--- config.mk ---
export PLATFORM = sky130hd
export DESIGN_NAME = logic_op_scheduler
export DESIGN_NICKNAME = d
export VERILOG_FILES = /design/src/rtl/logic_op_scheduler.sv
export SDC_FILE = /design/constraint.sdc
export NUM_CORES = 1
export LEC_CHECK = 0
export CAP_MARGIN = 40
export CORE_MARGIN = 4
export CORE_UTILIZATION = 32
export DETAILED_ROUTE_END_ITERATION = 12
export PLACE_DENSITY = 0.55
export SLEW_MARGIN = 0
export SYNTH_ARGS = -nofsm -noshare
export SYNTH_HDL_FRONTEND = slang
export SYNTH_SLANG_ARGS = --single-unit
--- constraint.sdc ---
create_clock -name CLK -period 4 [get_ports CLK]
set_input_delay 0.4 -clock CLK [delete_from_list [all_inputs] [get_ports CLK]]
set_output_delay 0.4 -clock CLK [all_outputs]
set_load 0.01 [all_outputs]
--- src/rtl/logic_op_scheduler.sv ---
// Round-robin arbiter and sliced bitwise-logic engine for the ALU logic datapath.
// One W-bit AND/OR/XOR/NOR runs at a time over S cycles on an N-bit slice.
//
// state | meaning
// IDLE  | arbitrating the two requesters; REQx_R asserted for the winner
// RUN   | computing one N-bit slice of the latched operation per cycle
// DONE  | result presented on RES/RES_ID with RES_V high until RES_R
module logic_op_scheduler #(
  parameter int N = 4,
  parameter int S = 4
) (
  input  logic             CLK,
  input  logic             RST,
  input  logic             REQ0_V,
  output logic             REQ0_R,
  input  logic [1:0]       OP0,
  input  logic [N*S-1:0]   A0,
  input  logic [N*S-1:0]   B0,
  input  logic             REQ1_V,
  output logic             REQ1_R,
  input  logic [1:0]       OP1,
  input  logic [N*S-1:0]   A1,
  input  logic [N*S-1:0]   B1,
  output logic             RES_V,
  input  logic             RES_R,
  output logic [N*S-1:0]   RES,
  output logic             RES_ID,
  output logic             BUSY
);

  localparam int W  = N * S;
  localparam int KW = (S > 1) ? $clog2(S) : 1;
  localparam logic [KW-1:0] K_LAST = KW'(S - 1);

  typedef enum logic [1:0] {
    IDLE = 2'd0,
    RUN  = 2'd1,
    DONE = 2'd2
  } state_t;

  state_t          state;
  logic [KW-1:0]   k;
  logic            last;
  logic            id_q;
  logic [1:0]      op_q;
  logic [W-1:0]    a_q;
  logic [W-1:0]    b_q;
  logic [W-1:0]    res_q;
  logic            res_v_q;
  logic            busy_q;

  logic            grant0;
  logic            grant1;
  logic [N-1:0]    a_sl;
  logic [N-1:0]    b_sl;
  logic [N-1:0]    slice_res;
  logic [W-1:0]    res_next;

  // On a tie the requester that was not served last wins.
  always_comb begin
    grant0 = REQ0_V & (~REQ1_V | last);
    grant1 = REQ1_V & (~REQ0_V | ~last);
  end

  assign REQ0_R = (state == IDLE) & ~RST & grant0;
  assign REQ1_R = (state == IDLE) & ~RST & grant1;

  always_comb begin
    a_sl = '0;
    b_sl = '0;
    for (int i = 0; i < S; i++) begin
      if (k == KW'(i)) begin
        a_sl = a_q[i*N +: N];
        b_sl = b_q[i*N +: N];
      end
    end
  end

  always_comb begin
    case (op_q)
      2'b00:   slice_res = a_sl & b_sl;
      2'b01:   slice_res = a_sl | b_sl;
      2'b10:   slice_res = a_sl ^ b_sl;
      default: slice_res = ~(a_sl | b_sl);
    endcase
  end

  always_comb begin
    res_next = res_q;
    for (int i = 0; i < S; i++) begin
      if (k == KW'(i)) begin
        res_next[i*N +: N] = slice_res;
      end
    end
  end

  always_ff @(posedge CLK) begin
    if (RST) begin
      state   <= IDLE;
      k       <= '0;
      last    <= 1'b1;
      id_q    <= 1'b0;
      op_q    <= 2'b00;
      a_q     <= '0;
      b_q     <= '0;
      res_q   <= '0;
      res_v_q <= 1'b0;
      busy_q  <= 1'b0;
    end else begin
      case (state)
        IDLE: begin
          if (REQ0_R) begin
            op_q   <= OP0;
            a_q    <= A0;
            b_q    <= B0;
            id_q   <= 1'b0;
            last   <= 1'b0;
            k      <= '0;
            res_q  <= '0;
            busy_q <= 1'b1;
            state  <= RUN;
          end else if (REQ1_R) begin
            op_q   <= OP1;
            a_q    <= A1;
            b_q    <= B1;
            id_q   <= 1'b1;
            last   <= 1'b1;
            k      <= '0;
            res_q  <= '0;
            busy_q <= 1'b1;
            state  <= RUN;
          end
        end
        RUN: begin
          res_q <= res_next;
          if (k == K_LAST) begin
            k       <= '0;
            res_v_q <= 1'b1;
            state   <= DONE;
          end else begin
            k <= k + 1'b1;
          end
        end
        DONE: begin
          if (RES_R) begin
            res_v_q <= 1'b0;
            busy_q  <= 1'b0;
            state   <= IDLE;
          end
        end
        default: begin
          res_v_q <= 1'b0;
          busy_q  <= 1'b0;
          state   <= IDLE;
        end
      endcase
    end
  end

  assign RES_V  = res_v_q;
  assign RES    = res_q;
  assign RES_ID = id_q;
  assign BUSY   = busy_q;

endmodule
Yosys cells after proc, flatten, opt, wreduce, memory -nomap -nowiden:

Cells that the tools add are included.

* logic and storage cells: 96
* flip-flop bits (word level): 58
* output and inout bits: 21
* bits of input ports: 73

* reductions and logical operators: 14
* bitwise operators: 17
* equality and inequality tests: 13
* $add $sub $neg: 1
* muxes and demuxes: 38

Operators with widths (count)
* $mux W16: 6
* $mux W4: 12
* $pmux W16 S2: 1
* $reduce_and A3 Y1: 7
* $mux W2: 9
* $pmux W4 S3: 1
* $ne A2 B2 Y1 const B: 5
* $eq A2 B2 Y1 const B: 4
* $eq A2 B1 Y1 const B: 3
* $logic_not A2 Y1: 3
* $not A1 Y1: 6
* $pmux W1 S3: 2
* $pmux W2 S3: 1
* $and A1 B1 Y1: 5
* $mux W1: 5
* $and A4 B4 Y4: 1
* $not A4 Y4: 1
* $or A4 B4 Y4: 1
* $pmux W2 S2: 1
* $reduce_and A2 Y1: 2
* $reduce_bool A2 Y1: 2
* $xor A4 B4 Y4: 1
* $ne A3 B3 Y1 const B: 1
* $add A2 B1 Y2 const B: 1
* $or A1 B1 Y1: 2

Longest topological paths before layout:

Gate-level depths: netlist of the first run.

* depth in word-level cells: 10
* mapped depth: 13
* mapped depth without buffers: 11

Worst setup path before layout of the first run:

OpenSTA, ideal clock, no wires.

* path type: register -> register
* start: register k[0]
* end: register res_q[6] (netlist: RES[6])
* arrival: 2.082 ns
* buffers on the path: 2
* data required time: 3.883 ns
* path slack: 1.801 ns
* period minus slack after synthesis: 2.199 ns
* setup time: 0.117 ns
* stages on the path, launching flop included: 12
* cells stage by stage: dfxtp_1 -> inv_1 -> ha_1 -> buf_2 -> clkbuf_1 -> a21oi_1 -> o21ai_0 -> a22oi_1 -> ha_1 -> mux2i_1 -> o22ai_1 -> a22o_1

* longest elaborated chain between the ends: 10
* elaborated cells on any way between the ends: 21
* those cells by class: 4 x eq/ne; 11 x mux; 4 x bitwise; 2 x reduce/logical

RTL lines
* start: declaration: RTL line 42 `logic [KW-1:0] k;`
* start signal: assignment: RTL line 141 `k <= k + 1'b1;`
* $logic_not A2 Y1: RTL line 72 `if (k == KW'(i)) begin`
* $mux W4 (4 in series): RTL line 72
* $or A4 B4 Y4: RTL line 82, 84
* $not A4 Y4: RTL line 84 `default: slice_res = ~(a_sl | b_sl);`
* $pmux W4 S3: RTL line 80 `case (op_q)`
* $mux W4: RTL line 91 `if (k == KW'(i)) begin`
* $pmux W16 S2: RTL line 110 `case (state)`
* end signal: assignment: RTL line 135 `res_q <= res_next;`
* end: declaration: RTL line 48 `logic [W-1:0] res_q;`

Parallel ways exist; a longest one is shown, timed or not. The select of a mux whose other input is x is not followed.
A chain may end at the register's enable or synchronous reset.

Worst setup path in the final report of the first run:

* start: register k[0]
* end: register res_q[15] (netlist: RES[15])

Same word-level chain as after synthesis.

==> results of run 1 <==
per-stage QoR:
stage	util	total power, mW	std cells	setup slack, ps
after global routing	0.4604	1.652	594	1226
after CTS	0.4604	1.588	594	1482
final	0.4604	1.573	594	1446
after global placement	0.4288	0.9692	574	1476
after floorplan	-	0.8404	385	1801
after detailed placement	0.4367	0.9826	578	1496
how the worst min path moves through the flow:
| stage | start | end | slack [ps] | cells past startpoint |
|---|---|---|---|---|
| floorplan | a_q[10]$_SDFFE_PP0P_ | a_q[10]$_SDFFE_PP0P_ | 450 | 2 |
| global placement | RES_ID$_SDFFE_PP0P_ | RES_ID$_SDFFE_PP0P_ | 450 | 2 |
| detailed placement | RES_ID$_SDFFE_PP0P_ | RES_ID$_SDFFE_PP0P_ | 450 | 2 |
| CTS | RES_ID$_SDFFE_PP0P_ | RES_ID$_SDFFE_PP0P_ | 460 | 2 |
| global route | BUSY$_SDFFE_PP0P_ | BUSY$_SDFFE_PP0P_ | 470 | 2 |
| finish | BUSY$_SDFFE_PP0P_ | BUSY$_SDFFE_PP0P_ | 460 | 2 |
critical path, stage by stage, from the launching register on:
cell       delay (ps)
dfxtp_1           410
inv_1              90
ha_1              410
a21oi_1           210
o21ai_0           150
a22oi_1           260
ha_1              280
mux2i_1           120
a2bb2oi_1         380
o2bb2ai_1         120
registers in the layout, summed over array words and instances, names as in the netlist:
signal  flops
BUSY        1
RES        16
RES_ID      1
RES_V       1
a_q        16
b_q        16
k           2
last        1
op_q        2
state       2
synthesized netlist by cell type (2+ instances only):
master	instances
nand2b_1	3
o2bb2ai_1	8
a21oi_1	55
or4_1	2
nor4_1	3
nor3_1	5
nor2_1	40
buf_1	2
nand2_1	53
a22oi_1	7
ha_1	12
buf_6	3
dfxtp_1	58
or4_4	2
inv_1	20
a22o_1	9
nor3_2	2
a2bb2oi_1	2
clkbuf_1	9
o22ai_1	2
a221oi_1	8
o21ai_0	11
buf_2	19
mux2i_1	8
nor2b_1	5
a211oi_1	25
kinds of logic (layout without fill, tap and decap cells):
kind of cell	count (synthesis)	count (layout)	share of synthesized area
AND/OR/NAND/NOR	120	120	0.1754
AO/OA/AOI/OAI	133	133	0.2847
adder cells (fa/ha/maj)	12	12	0.04930
buffers and inverters	54	134	0.08299
multiplexers	8	8	0.02630
flip-flops	58	58	0.3813
report_power, final:
group / internal [mW] / total (mW) / leakage, nW / switching, mW
clock network: 0.366 / 0.606 / 0.109 / 0.240
registers: 0.615 / 0.643 / 0.475 / 0.0281
logic: 0.166 / 0.324 / 1.02 / 0.158
total: 1.15 / 1.57 / 1.61 / 0.426
final cells by class:
class                   count  share of cell area
well taps                 129             0.03794
clock buffers              11             0.03324
inverters                  20             0.01765
flip-flops and latches     58              0.2729
repair buffers             98              0.2365
clock inverters             5             0.01824
multi-input cells         273              0.3835
cells in the final DEF, fill, tap and decap left out, types with 3 or more instances in the layout:
cell type / n
o21ai_0: 11
o2bb2ai_1: 8
a22oi_1: 7
inv_1: 20
nor4_1: 3
nand2_1: 53
nor2b_1: 5
clkbuf_8: 10
dfxtp_1: 58
a211oi_1: 25
ha_1: 12
clkdlybuf4s50_1: 92
a22o_1: 9
mux2i_1: 8
buf_8: 3
nor3_1: 5
a221oi_1: 8
nand2b_1: 3
nor2_1: 40
a21oi_1: 55
routing by layer:
| layer | vias to the layer above | track usage | share of wire |
|---|---|---|---|
| met4 | 0 | 0.06475 | 0.021 |
| met2 | 80 | 0.2454 | 0.46 |
| met3 | 14 | 0.02756 | 0.041 |
| li1 | 1519 | - | - |
| met5 | - | 0 | 0 |
| met1 | 1333 | 0.2139 | 0.47 |
==> flow_metrics.env, run 1 <==
export IMPL_dieHeight_um=105.6
export IMPL_r2r_setup_slack_ps=1450
export IMPL_die_area_um2=11140
export IMPL_synthTopCellsByArea="dfxtp_1 (38%), a21oi_1 (9.0%), nand2_1 (6.5%)"
export IMPL_ctsLongestPathBuffers=2
export IMPL_insertedDiodeCount=0
export IMPL_reg2reg_from="k[0]$_SDFFE_PP0P_"
export IMPL_insertion_delay_ps=340
export IMPL_p_leak_nw=1.607
export IMPL_netlist_instances=385
export IMPL_nFillCells=902
export IMPL_period_minus_slack_ps=2554
export IMPL_place_congestion=0.8177
export IMPL_syn2layout_area_growth_pct=39.69
export IMPL_tightest_slew_ps=702.2
export IMPL_grt_pass1_vias=2862
export IMPL_min_path_type="reg2reg"
export IMPL_via_count=2946
export IMPL_yosys_area_top_type="dfxtp_1"
export IMPL_drt_iter0_drc=133
export IMPL_nets=545
export IMPL_async_flop_share=0
export IMPL_reg2reg_depth=9
export IMPL_grt_pass1_wl_um=14180
export IMPL_fin_area_um2=4254
export IMPL_power_density_nw_per_um2=369.7
export IMPL_avgRoutedWirePerCell_um=14.43
export IMPL_rows=35
export IMPL_hpwl_um=6557
export IMPL_postCtsHoldBufs=0
export IMPL_drive_gt1_frac=0.05591
export IMPL_grt_max_degree=45
export IMPL_critPathKind="reg2reg"
export IMPL_clk_pin_slew_worst_paths_ps=70
export IMPL_avgSynthCellArea_um2=7.910
export IMPL_post_cts_setup_buffers=0
export IMPL_worstSetupStartpointType="register"
export IMPL_overflow=0
export IMPL_finalClockSkew_ps=9.760
export IMPL_yosysWarnings=0
export IMPL_cts_tree="yes"
export IMPL_numClockSinks=58
export IMPL_ctsResizeCount=0
export IMPL_crit_end="RES[15]$_SDFFE_PP0P_"
export IMPL_max_cap_viol_count=0
export IMPL_worstSetupStartpoint="k[0]$_SDFFE_PP0P_"
export IMPL_synth_flop_cell="dfxtp_1"
export IMPL_core_region_area_um2=9240
export IMPL_ff_latch_area_um2=1161
export IMPL_multi_input_area_um2=1632
export IMPL_peakVddDrop_mv=0.1640
export IMPL_hold_viol_final=0
export IMPL_grt_antenna_before_repair=0
export IMPL_netlist_area_leader_share=0.3813
export IMPL_hold_ws_ps=458.8
export IMPL_synth_nets=470
export IMPL_remaining_drc_errors=0
export IMPL_fmax_ghz=0.3916
export IMPL_drv_slew=0
export IMPL_start_util=0.3296
export IMPL_setup_tns_ps=0
export IMPL_crit_fanout=17
export IMPL_place_area_um2=4035
export IMPL_setup_viol=0
export IMPL_syn_cell_area_um2=3045
export IMPL_synth_cell_type_count=38
export IMPL_wl_um=8572
export IMPL_post_route_period_util=0.6384
export IMPL_worstSetupEndpointType="register"
export IMPL_ys_ff_latch=58
export IMPL_h_tree_depth=3
export IMPL_numPortBuffers=93
export IMPL_seq_area_frac_synth=0.3813
export IMPL_drtAntennaViolNets=0
export IMPL_viasPerCell=4.960
export IMPL_cts_buffers=9
export IMPL_timing_rr_end="RES[15]$_SDFFE_PP0P_"
export IMPL_dr_pass1_iters=6
export IMPL_synth_edf_count=0
export IMPL_relSlewSlack=0.5293
export IMPL_io_pins=94
export IMPL_rsz0062_at_grt="false"
export IMPL_worstPathRequired_ps=4220
export IMPL_cp_arrival_ps=2770
export IMPL_root_buffer="clkbuf_8"
export IMPL_die_x_um=105.6
export IMPL_grt_usage=0.1572
export IMPL_status="finished clean"
Power figures use the tool's default switching activity.
==> run 2: changes to the inputs <==
Clock period 4 ns to 2.4 ns, I/O delays scaled along.
==> run 2 against run 1 <==
Worst setup slack lost 1300 ps; combinational power rose by 67%; clock power rose by 44%; sequential power increased by 66%; clock skew down 1.5 ps; cell count grew 0.67%; routed wire length grew 3.1%; sequential share of layout area up 0.070 points; first-iteration DRC count fell by 53%; die area unchanged; final area shrank 0.15%; via count up 1.3%; largest power group unchanged.
==> flow_metrics.env, run 2 (synthesized netlist as in run 1, its figures left out) <==
export IMPL_core_region_area_um2=9240
export IMPL_p_seq_frac=0.432
export IMPL_nFillCells=909
export IMPL_start_util=0.3296
export IMPL_worstSetupStartpoint="k[0]$_SDFFE_PP0P_"
export IMPL_p_sw_frac=0.2850
export IMPL_viasPerCell=4.988
export IMPL_remaining_drc_errors=0
export IMPL_cp_arrival_ps=2450
export IMPL_numClockSinks=58
export IMPL_drtAntennaViolNets=0
export IMPL_critPathKind="reg2reg"
export IMPL_grt_pass1_wl_um=14500
export IMPL_setup_ws_ps=189.3
export IMPL_syn2layout_area_growth_pct=39.48
export IMPL_mostFrequentLayoutCells="clkdlybuf4s50_1 (92), dfxtp_1 (57), a21oi_1 (55)"
export IMPL_worstSetupEndpointType="register"
export IMPL_status="finished clean"
export IMPL_multi_input_area_um2=1657
export IMPL_die_x_um=105.6
export IMPL_insertedDiodeCount=0
export IMPL_grt_usage=0.1628
export IMPL_final_common_cell="clkdlybuf4s50_1"
export IMPL_reg2reg_from="k[0]$_SDFFE_PP0P_"
export IMPL_clk_pin_slew_worst_paths_ps=70
export IMPL_io_pins=94
export IMPL_die_area_um2=11140
export IMPL_nets=549
export IMPL_tightest_slew_ps=726.3
export IMPL_post_cts_setup_buffers=0
export IMPL_cts_tree="yes"
export IMPL_hold_viol_final=0
export IMPL_dp_cells=582
export IMPL_min_path_type="in2reg"
export IMPL_post_route_period_util=0.9211
export IMPL_relSlewSlack=0.5132
export IMPL_overflow=0
export IMPL_final_cells=598
export IMPL_peakVddDrop_mv=0.2196
export IMPL_root_buffer="clkbuf_8"
export IMPL_drt_iter0_drc=63
export IMPL_drv_slew=0
export IMPL_rows=35
export IMPL_insertion_delay_ps=340
export IMPL_ff_latch_area_um2=1162
export IMPL_h_tree_depth=3
export IMPL_grt_max_degree=55
export IMPL_utilization=0.4597
export IMPL_period_minus_slack_ps=2211
export IMPL_crit_fanout=10
export IMPL_drive_gt1_frac=0.07463
export IMPL_worstPathRequired_ps=2630
export IMPL_grt_pass1_vias=2961
export IMPL_power_switching_mw=0.7087
export IMPL_pwr_share_clk=0.350
export IMPL_fmax_ghz=0.4524
export IMPL_dieHeight_um=105.6
export IMPL_p_leak_nw=1.593
export IMPL_place_congestion=0.7892
export IMPL_ctsLongestPathBuffers=2
export IMPL_dr_pass1_iters=4
export IMPL_p_comb_frac=0.218
export IMPL_intPower_mw=1.778
export IMPL_finalClockSkew_ps=8.226
export IMPL_worstSetupStartpointType="register"
export IMPL_pre_cts_ws_ps=47.35
export IMPL_grt_antenna_before_repair=0
export IMPL_hpwl_um=6562
export IMPL_r2r_setup_slack_ps=190
export IMPL_wl_um=8836
export IMPL_avgRoutedWirePerCell_um=14.78
export IMPL_power_density_nw_per_um2=585.4
export IMPL_timing_rr_end="RES[12]$_SDFFE_PP0P_"
export IMPL_reg2reg_depth=10
export IMPL_cts_buffers=9
export IMPL_crit_end="RES[12]$_SDFFE_PP0P_"
export IMPL_setup_viol=0
export IMPL_via_count=2983
export IMPL_numPortBuffers=93
export IMPL_max_cap_viol_count=0
## run 2: stage by stage
stage | hold slack [ps] | area (um^2) | setup TNS, ps | power, mW
final | 359.5 | 4248 | 0 | 2.487
after global routing | 372.7 | 4248 | -138.8 | 2.620
after CTS | 353.9 | 4222 | 0 | 2.505
after detailed placement | 448.6 | 4035 | 0 | 1.633
after global placement | 446.6 | 4035 | 0 | 1.628
after floorplan | 381.0 | 3045 | 0 | 1.401
## run 2: power by group through the flow
stage	clock network, mW	logic [mW]	registers [mW]
global route	0.930	0.608	1.08
floorplan	0	0.324	1.08
finish	0.871	0.542	1.07
global placement	0	0.533	1.09
detailed placement	0	0.539	1.09
CTS	0.891	0.542	1.07
## run 2: worst min path at each step
stage / startpoint / endpoint / slack (ps) / depth (start not counted)
finish: RST / BUSY$_SDFFE_PP0P_ / 360 / 4
global route: RST / BUSY$_SDFFE_PP0P_ / 370 / 4
CTS: RST / BUSY$_SDFFE_PP0P_ / 350 / 4
detailed placement: RES[7]$_SDFFE_PP0P_ / RES[7]$_SDFFE_PP0P_ / 450 / 1
global placement: RES_ID$_SDFFE_PP0P_ / RES_ID$_SDFFE_PP0P_ / 450 / 2
floorplan: A0[15] / a_q[15]$_SDFFE_PP0P_ / 380 / 2
## run 2: metal layers
metal  GRT usage  up-vias  part of all wire
met2      0.2568       67              0.46
met3     0.03613       25             0.040
met5           0        -                 0
met4     0.08418        0             0.030
li1            -     1522                 -
met1      0.2078     1369              0.47
## run 2: layout make-up
class                   instances  share of cell area
inverters                      20             0.01767
flip-flops and latches         58              0.2736
well taps                     129             0.03800
clock buffers                  11             0.03093
multi-input cells             273              0.3900
repair buffers                102              0.2368
clock inverters                 5             0.01296
## run 2: worst max-delay path, cell delays in order (launching register included)
cell and delay, ps:
dfxtp_1 350, inv_1 140, ha_2 310, nand2_1 80, o21ai_0 170, a22o_1 200
inv_1 50, ha_1 260, mux2i_1 180, o22ai_1 140, a22o_1 230
## run 2: timing repair
| action | 4_1_cts | 5_1_grt |
|---|---|---|
| gates resized for setup | 0 | 7 |
| setup endpoints to repair | 0 | 16 |
| hold buffers | 0 | 0 |
==> run 3: changes to the inputs <==
Settings changed: CORE_MARGIN 4 to 2, SLEW_MARGIN 0 to not set.
==> run 3 against run 2 <==
Core utilization grew 0.081 points; hold slack gained 94 ps; combinational power is essentially flat; flip-flop and latch count is the same; routed wire length shrank 3.8%; critical endpoint is now RES[15]$_SDFFE_PP0P_; largest cell class unchanged; largest power group unchanged; highest routed layer unchanged.
==> flow_metrics.env, run 3 (synthesized netlist as in run 1, its figures left out) <==
export IMPL_root_buffer="clkbuf_8"
export IMPL_dr_pass1_iters=4
export IMPL_worstSetupStartpointType="register"
export IMPL_drtAntennaViolNets=0
export IMPL_mostFrequentLayoutCells="clkdlybuf4s50_1 (92), dfxtp_1 (57), a21oi_1 (55)"
export IMPL_min_path_type="reg2reg"
export IMPL_place_congestion=0.8029
export IMPL_setup_tns_ps=0
export IMPL_worstPathRequired_ps=2630
export IMPL_final_common_cell="clkdlybuf4s50_1"
export IMPL_p_leak_nw=1.609
export IMPL_fin_area_um2=4255
export IMPL_max_cap_viol_count=0
export IMPL_core_region_area_um2=9240
export IMPL_wl_um=8497
export IMPL_clk_pin_slew_worst_paths_ps=70
export IMPL_numPortBuffers=93
export IMPL_hpwl_um=6344
export IMPL_viasPerCell=4.988
export IMPL_setup_ws_ps=187.6
export IMPL_worstSetupEndpointType="register"
export IMPL_setup_viol=0
export IMPL_insertedDiodeCount=0
export IMPL_peakVddDrop_mv=0.2385
export IMPL_grt_usage=0.1707
export IMPL_via_count=2978
export IMPL_drive_gt1_frac=0.07479
export IMPL_overflow=0
export IMPL_tightest_slew_ps=488.8
export IMPL_die_x_um=101.6
export IMPL_finalPower_mw=2.510
export IMPL_crit_fanout=10
export IMPL_hold_ws_ps=453.8
export IMPL_grt_pass1_vias=2948
export IMPL_post_cts_setup_buffers=0
export IMPL_grt_antenna_before_repair=0
export IMPL_die_area_um2=10310
export IMPL_ctsLongestPathBuffers=2
export IMPL_grt_pass1_wl_um=13780
export IMPL_pre_cts_ws_ps=28.16
export IMPL_fmax_ghz=0.4520
export IMPL_io_pins=94
export IMPL_rows=35
export IMPL_avgRoutedWirePerCell_um=14.23
export IMPL_cts_tree="yes"
export IMPL_cts_buffers=9
export IMPL_h_tree_depth=3
export IMPL_cp_arrival_ps=2440
export IMPL_place_area_um2=4043
export IMPL_start_util=0.3296
export IMPL_relSlewSlack=0.6737
export IMPL_remaining_drc_errors=0
export IMPL_numClockSinks=58
export IMPL_nets=550
export IMPL_finalClockSkew_ps=8.728
export IMPL_period_minus_slack_ps=2212
export IMPL_hold_viol_final=0
export IMPL_drt_iter0_drc=119
export IMPL_syn2layout_area_growth_pct=39.73
export IMPL_power_density_nw_per_um2=589.9
export IMPL_insertion_delay_ps=330
export IMPL_status="finished clean"
export IMPL_drv_slew=0
export IMPL_dieHeight_um=101.6
export IMPL_post_route_period_util=0.9219
export IMPL_grt_max_degree=43
export IMPL_critPathKind="reg2reg"
-- run 3: where the power goes --
group | leakage, nW | internal (mW) | total (mW) | switching, mW
clock network | 0.101 | 0.521 | 0.894 | 0.373
logic | 1.03 | 0.278 | 0.541 | 0.263
registers | 0.476 | 1.03 | 1.07 | 0.0494
total | 1.61 | 1.82 | 2.51 | 0.686
-- run 3: critical path, cell delays in order (launching register included) --
cell       delay [ps]
dfxtp_1           350
inv_1             140
ha_2              320
nand2_1            80
o21ai_0           250
a22oi_1           150
ha_1              310
mux2i_1           140
a2bb2oi_1         170
buf_4             150
o2bb2ai_1          70
-- run 3: layout make-up --
cell class / count / area, um^2
Sequential cell: 58 / 1162
Multi-Input combinational cell: 273 / 1652
Fill cell: 923 / 4985
Tap cell: 129 / 161.4
Timing Repair Buffer: 103 / 1013
Inverter: 20 / 75.07
Clock buffer: 11 / 151.4
Clock inverter: 3 / 40.04
-- run 3: path summary, 6_finish.rpt --
check                 startpoint                    to  slack [ps]  cells past startpoint
max reg2reg    k[0]$_SDFFE_PP0P_  RES[15]$_SDFFE_PP0P_         190                     10
min reg2reg  RES_ID$_SDFFE_PP0P_   RES_ID$_SDFFE_PP0P_         450                      2
max            k[0]$_SDFFE_PP0P_  RES[15]$_SDFFE_PP0P_         190                     10
min          RES_ID$_SDFFE_PP0P_   RES_ID$_SDFFE_PP0P_         450                      2
-- run 3: repair_timing --
item	CTS	global route
resized for setup	0	6
hold buffers	0	0
endpoints found under the setup margin	0	16
-- run 3: routing by layer --
metal  vias to the layer above  track usage  part of all wire
met1                      1386       0.2203              0.48
li1                       1515            -                 -
met4                         0      0.07484             0.021
met3                        14      0.03451             0.034
met2                        63       0.2758              0.46
met5                         -            0                 0
-- run 3: metrics by stage --
step                      utilization  cells
after floorplan                     -    385
after global placement         0.4375    583
after detailed placement       0.4375    583
after CTS                      0.4582    597
after global routing           0.4605    597
final                          0.4605    597
